===== src/rtl/clock_div_pkg.sv =====
// Shared types and constants for the clock divider controller.
// Optional feature macro: CLOCK_DIV_CTRL_TICK_COUNT_EN (adds tick_cnt output).
package clock_div_pkg;

   typedef enum logic [1:0] {
      ST_IDLE     = 2'd0,
      ST_RUN      = 2'd1,
      ST_STOPPING = 2'd2
   } state_t;

   localparam int unsigned DEFAULT_DIV = 100;

endpackage


===== src/rtl/clock_div_ctrl_div_counter.sv =====
// Up-counter 0..div with output toggle at terminal count.
// terminal is the raw count match; the counter only acts on it when enabled.
module div_counter
   import clock_div_pkg::*;
#(
   parameter int unsigned DATA_WIDTH = 32
) (
   input  logic                  clk_in,
   input  logic                  rst_n,
   input  logic                  enable,
   input  logic                  clear,
   input  logic [DATA_WIDTH-1:0] div,
   output logic                  terminal,
   output logic                  clk_out
);

   localparam logic [DATA_WIDTH-1:0] ONE = DATA_WIDTH'(1);

   logic [DATA_WIDTH-1:0] cnt;

   assign terminal = (cnt == div);

   // Count while enabled; wrap and toggle the output at terminal count.
   always_ff @(posedge clk_in or negedge rst_n) begin
      if (!rst_n) begin
         cnt     <= '0;
         clk_out <= 1'b0;
      end else if (clear) begin
         cnt     <= '0;
         clk_out <= 1'b0;
      end else if (enable) begin
         if (terminal) begin
            cnt     <= '0;
            clk_out <= ~clk_out;
         end else begin
            cnt <= cnt + ONE;
         end
      end
   end

endmodule


===== src/rtl/clock_div_ctrl.sv =====
// Clock divider controller: run/stop FSM plus divisor handshake.
// Optional feature macro: CLOCK_DIV_CTRL_TICK_COUNT_EN adds tick_cnt,
// a wrapping count of ticks since reset.
module clock_div_ctrl
   import clock_div_pkg::*;
#(
   parameter int unsigned DATA_WIDTH = 32,
   parameter int unsigned RESET_DIV  = DEFAULT_DIV
) (
   input  logic                  clk_in,
   input  logic                  rst_n,
   input  logic                  run,
   input  logic                  cfg_valid,
   input  logic [DATA_WIDTH-1:0] cfg_div,
   output logic                  cfg_ready,
   output logic                  clk_out,
   output logic                  tick,
   output logic                  busy
`ifdef CLOCK_DIV_CTRL_TICK_COUNT_EN
   ,
   output logic [DATA_WIDTH-1:0] tick_cnt
`endif
);

   state_t                state;
   state_t                next_state;
   logic                  cnt_enable;
   logic                  cnt_clear;
   logic                  terminal;
   logic [DATA_WIDTH-1:0] div_active;
   logic [DATA_WIDTH-1:0] div_pending;
   logic                  pending;
   logic                  xfer;
   logic                  apply;

   div_counter #(
      .DATA_WIDTH (DATA_WIDTH)
   ) u_counter (
      .clk_in   (clk_in),
      .rst_n    (rst_n),
      .enable   (cnt_enable),
      .clear    (cnt_clear),
      .div      (div_active),
      .terminal (terminal),
      .clk_out  (clk_out)
   );

   assign tick      = cnt_enable && terminal;
   assign busy      = (state != ST_IDLE);
   assign cfg_ready = !pending;
   assign xfer      = cfg_valid && !pending;
   // A divisor transferred this cycle is not yet pending, so it cannot bypass
   // to a coinciding terminal count.
   assign apply     = pending && (tick || state == ST_IDLE || next_state == ST_IDLE);

   // State register.
   always_ff @(posedge clk_in or negedge rst_n) begin
      if (!rst_n) begin
         state <= ST_IDLE;
      end else begin
         state <= next_state;
      end
   end

   // Next-state and counter control.
   always_comb begin
      next_state = state;
      cnt_enable = 1'b0;
      cnt_clear  = 1'b0;
      case (state)
         ST_IDLE: begin
            cnt_clear = 1'b1;
            if (run) begin
               next_state = ST_RUN;
            end
         end
         ST_RUN: begin
            if (!run && !clk_out) begin
               // Low phase may be truncated: stop at once, no tick.
               cnt_clear  = 1'b1;
               next_state = ST_IDLE;
            end else begin
               cnt_enable = 1'b1;
               if (!run) begin
                  // High phase must complete; if it ends now, go straight idle.
                  next_state = terminal ? ST_IDLE : ST_STOPPING;
               end
            end
         end
         ST_STOPPING: begin
            cnt_enable = 1'b1;
            if (run) begin
               next_state = ST_RUN;
            end else if (terminal) begin
               next_state = ST_IDLE;
            end
         end
         default: begin
            next_state = ST_IDLE;
         end
      endcase
   end

   // Divisor handshake: direct load when idle, deferred load while running.
   always_ff @(posedge clk_in or negedge rst_n) begin
      if (!rst_n) begin
         div_active  <= DATA_WIDTH'(RESET_DIV);
         div_pending <= '0;
         pending     <= 1'b0;
      end else begin
         if (apply) begin
            div_active <= div_pending;
            pending    <= 1'b0;
         end
         if (xfer) begin
            if (state == ST_IDLE) begin
               div_active <= cfg_div;
            end else begin
               div_pending <= cfg_div;
               pending     <= 1'b1;
            end
         end
      end
   end

`ifdef CLOCK_DIV_CTRL_TICK_COUNT_EN
   localparam logic [DATA_WIDTH-1:0] ONE = DATA_WIDTH'(1);

   // Ticks since reset, wrapping naturally.
   always_ff @(posedge clk_in or negedge rst_n) begin
      if (!rst_n) begin
         tick_cnt <= '0;
      end else if (tick) begin
         tick_cnt <= tick_cnt + ONE;
      end
   end
`endif

endmodule


===== config.mk =====
export PLATFORM = sky130hd
export DESIGN_NAME = clock_div_ctrl
export DESIGN_NICKNAME = d
export VERILOG_FILES = /design/src/rtl/clock_div_pkg.sv /design/src/rtl/clock_div_ctrl_div_counter.sv /design/src/rtl/clock_div_ctrl.sv
export SDC_FILE = /design/constraint.sdc
export NUM_CORES = 1
export LEC_CHECK = 0
export CAP_MARGIN = 0
export CORE_ASPECT_RATIO = 0.9
export CORE_UTILIZATION = 40
export CTS_BUF_LIST = sky130_fd_sc_hd__clkbuf_8
export CTS_CLUSTER_DIAMETER = 80
export CTS_CLUSTER_SIZE = 28
export DETAILED_ROUTE_END_ITERATION = 10
export PLACE_DENSITY_LB_ADDON = 0.15
export SLEW_MARGIN = 20
export SYNTH_ARGS = -nofsm -noshare
export SYNTH_HDL_FRONTEND = slang
export SYNTH_SLANG_ARGS = --single-unit

===== constraint.sdc =====
create_clock -name clk_in -period 2.8 [get_ports clk_in]
set_input_delay 0.56 -clock clk_in [delete_from_list [all_inputs] [get_ports clk_in]]
set_output_delay 0.56 -clock clk_in [all_outputs]
set_load 0.01 [all_outputs]

==> summary.txt <==
Initial Utilization: 0.4185
Share of cells above drive strength 1: 0.1514
Worst-Margin Slew: 662.8 ps
Crit path required time: 2240 ps
Hold_buf cts: 0
FF/Latch Area: 2506 um2
Final Instance Area: 5766 um2
RSZ-0062 raised after global routing: false
CP Capture Type: primary output
Sw Share: 0.3616
Leading area contributor after synthesis: dfrtp_1
GPL Wtd Cong: 0.7906
Cell Area, Placed: 5497 um2
Syn Inst Count: 451
Number of synthesis warnings: 0
Area of the multi-input gates: 2265 um2
Final min period: 2709 ps
CTS tree: yes
Number of synthesized register bits: 100
Hold Fails Final Rpt: 0
Max Cap Viol: 0
PnR worst setup slack: 91.16 ps
Mapped Avg Cell Area: 10.83 um2
Port bufs: 39
Comb pwr share: 0.404
Final wirelength: 10610 um
Setup WS pre-CTS: -37.88 ps
Sequential area share after synthesis: 0.5133
Core area: 11670 um2
Antenna violations before repair: 0
FP Rows: 37
All-Layer GR Usage: 0.1854
# nets final: 540
Inserted Diodes: 0
Clock power share: 0.190
Setup violations, final: 0
DRC violations left: 0
GRT overflow: 0
Share of the synthesized area in the top cell type: 0.4972
Fillers: 1101
Routed Antenna Nets: 0
Worst EP arrival: 2150 ps
DR vias: 3344
CP max FO: 5
Num CTS Buffers: 9
Sequential power share: 0.406
Routed wire per std cell: 16.13 um
Final period util: 0.9674
Hold Path Class: input pin to async pin
Die Ht: 106.8 um
Crit path launch type: register
HPWL Detailed: 7444 um
Root buffer cell: clkbuf_8
IR drop worst, VDD: 0.0004851 V
Drt initial violations: 176
Final Skew: 10.18 ps
Net Switching: 2.131 mW
Total iterations of the first detailed-routing run: 4
Die width: 118.5 um
Syn-to-layout area delta: 18.09%
FMAX: 369.2 MHz
Clk slew on worst S/H paths: 90 ps
Slew Limit Fails: 0
Vias per cell: 5.082
Synth top area cells: dfrtp_1 (50%), xor2_1 (8.6%), mux2_2 (7.6%), mux2i_1 (6.6%), nor2_1 (5.2%)
Power per cell area: 1022 nW/um2
Static Leakage: 2.479 nW
Cell Area, Synth: 4882 um2
Die ar.: 12650 um2
First-pass GRT wire length: 17980 um
Skew-Pair Late Insertion Delay: 380 ps
Io pins: 40
Pint: 3.763 mW
CTS HTree Levels: 3
Status: finished, final reports clean
Syn nets: 494
Synth unique cells: 37
Vias in the first global route: 3447
Crit path kind: register to primary output
Largest net degree at the start of global routing: 65
Slew HR: 0.5581
TritonCTS Sinks: 100
Clk buf depth: 2
per-stage QoR:
stage | total power, mW | TNS, ps | util | hold slack [ps] | instances
floorplan | 4.122 | 0 | - | 264.4 | 451
global placement | 4.743 | 0 | 0.4712 | 489.6 | 641
detailed placement | 4.818 | -37.88 | 0.4712 | 496.4 | 641
CTS | 5.954 | 0 | 0.4930 | 204.9 | 658
global route | 6.312 | 0 | 0.4942 | 236.4 | 658
finish | 5.894 | 0 | 0.4942 | 192.1 | 658
what timing repair did:
item                       in CTS  in global routing
gates resized for setup         2                  3
setup endpoints to repair       1                  3
buffers inserted                1                  0
pin swaps                       2                  3
cell type report:
class / instances / share of cell area
clock buffers: 9 / 0.02148
well taps: 156 / 0.03385
multi-input cells: 324 / 0.3928
clock inverters: 7 / 0.02083
repair buffers: 54 / 0.09115
inverters: 8 / 0.005208
flip-flops and latches: 100 / 0.4347
power groups by stage:
stage | clock [mW] | sequential [mW] | combinational, mW
3_5_place_dp | 0 | 2.42 | 2.40
3_3_place_gp | 0 | 2.40 | 2.34
2_1_floorplan | 0 | 2.28 | 1.84
6_report | 1.12 | 2.39 | 2.38
5_1_grt | 1.21 | 2.46 | 2.64
4_1_cts | 1.15 | 2.39 | 2.41
cells in the mapped netlist, drive strengths merged:
master	n
or3	3
nand2	14
a21oi	38
nor2	69
mux2	33
buf	11
mux2i	32
dfrtp	97
a22oi	1
and4b	1
ha	7
dfstp	3
o311ai	1
o21ai	13
and2	3
nor3	6
clkbuf	8
nor2b	3
o31ai	1
o21a	1
o211ai	1
nand3	15
inv	8
a21o	1
nand4	7
nor4	9
xor2	48
a211o	1
and3	4
or2	1
nand2b	2
xnor2	9
final timing paths:
path                                               startpoint                          end  slack [ps]  cells after the start
worst max-delay path            u_counter.cnt[14]$_DFFE_PN0P_                         tick          90                      5
worst min-delay path                                    rst_n  div_pending[30]$_DFFE_PN0P_         190                      1
worst max register to register             state[1]$_DFF_PN0_     div_active[28]$_DFF_PN0_         200                     11
worst min register to register     div_pending[6]$_DFFE_PN0P_   div_pending[6]$_DFFE_PN0P_         520                      1
max in group asynchronous                               rst_n     div_active[16]$_DFF_PN0_        1960                      2
min in group clk_in                div_pending[6]$_DFFE_PN0P_   div_pending[6]$_DFFE_PN0P_         520                      1
cell usage in the layout (no fill, tap or decap), types with 2 or more instances in the layout:
cell type	netlist	final
dfrtp_1	97	97
nor2_1	68	68
xor2_1	48	48
a21oi_1	38	38
clkdlybuf4s50_1	0	37
mux2_2	33	33
mux2i_1	32	32
nand2_1	14	14
nand3_1	15	14
buf_4	0	14
o21ai_0	12	12
inv_1	8	9
xnor2_1	9	9
clkbuf_8	0	9
nor4_1	9	7
nand4_1	7	7
ha_1	7	7
and3_1	4	4
nor3_1	5	4
and2_1	3	3
or3_1	3	3
bufinv_16	0	3
inv_6	0	3
dfstp_2	3	3
nor4_2	0	2
nor2b_1	3	2
nor3_2	1	2
nand2b_1	2	2
buf_12	0	2
metal layers:
layer / global-route usage / share of wire / vias up
met5: 0 / 0 / -
met4: 0.07505 / 0.023 / 0
met3: 0.04574 / 0.049 / 17
met2: 0.2718 / 0.42 / 71
met1: 0.2624 / 0.50 / 1625
li1: - / - / 1631
kinds of logic after synthesis:
family,synth area share
AND/OR/NAND/NOR,0.1299
flip-flops,0.5133
multiplexers,0.1417
AO/OA/AOI/OAI,0.06689
XOR/XNOR,0.1023
buffers and inverters,0.02793
adder cells (fa/ha/maj),0.01794
worst max-delay path, cell delays in order (launching register included):
cell             delay (ps)
dfrtp_1                 450
xor2_1                  160
nor4_1                  350
nand4_1                 210
nor3_2                  310
clkdlybuf4s15_1         290
sequential cells by signal, summed over array words and instances, names as in the netlist:
register	flops
div_active	32
div_pending	32
pending	1
state	2
u_counter.clk_out	1
u_counter.cnt	32
(Power assumes the default switching activity.)
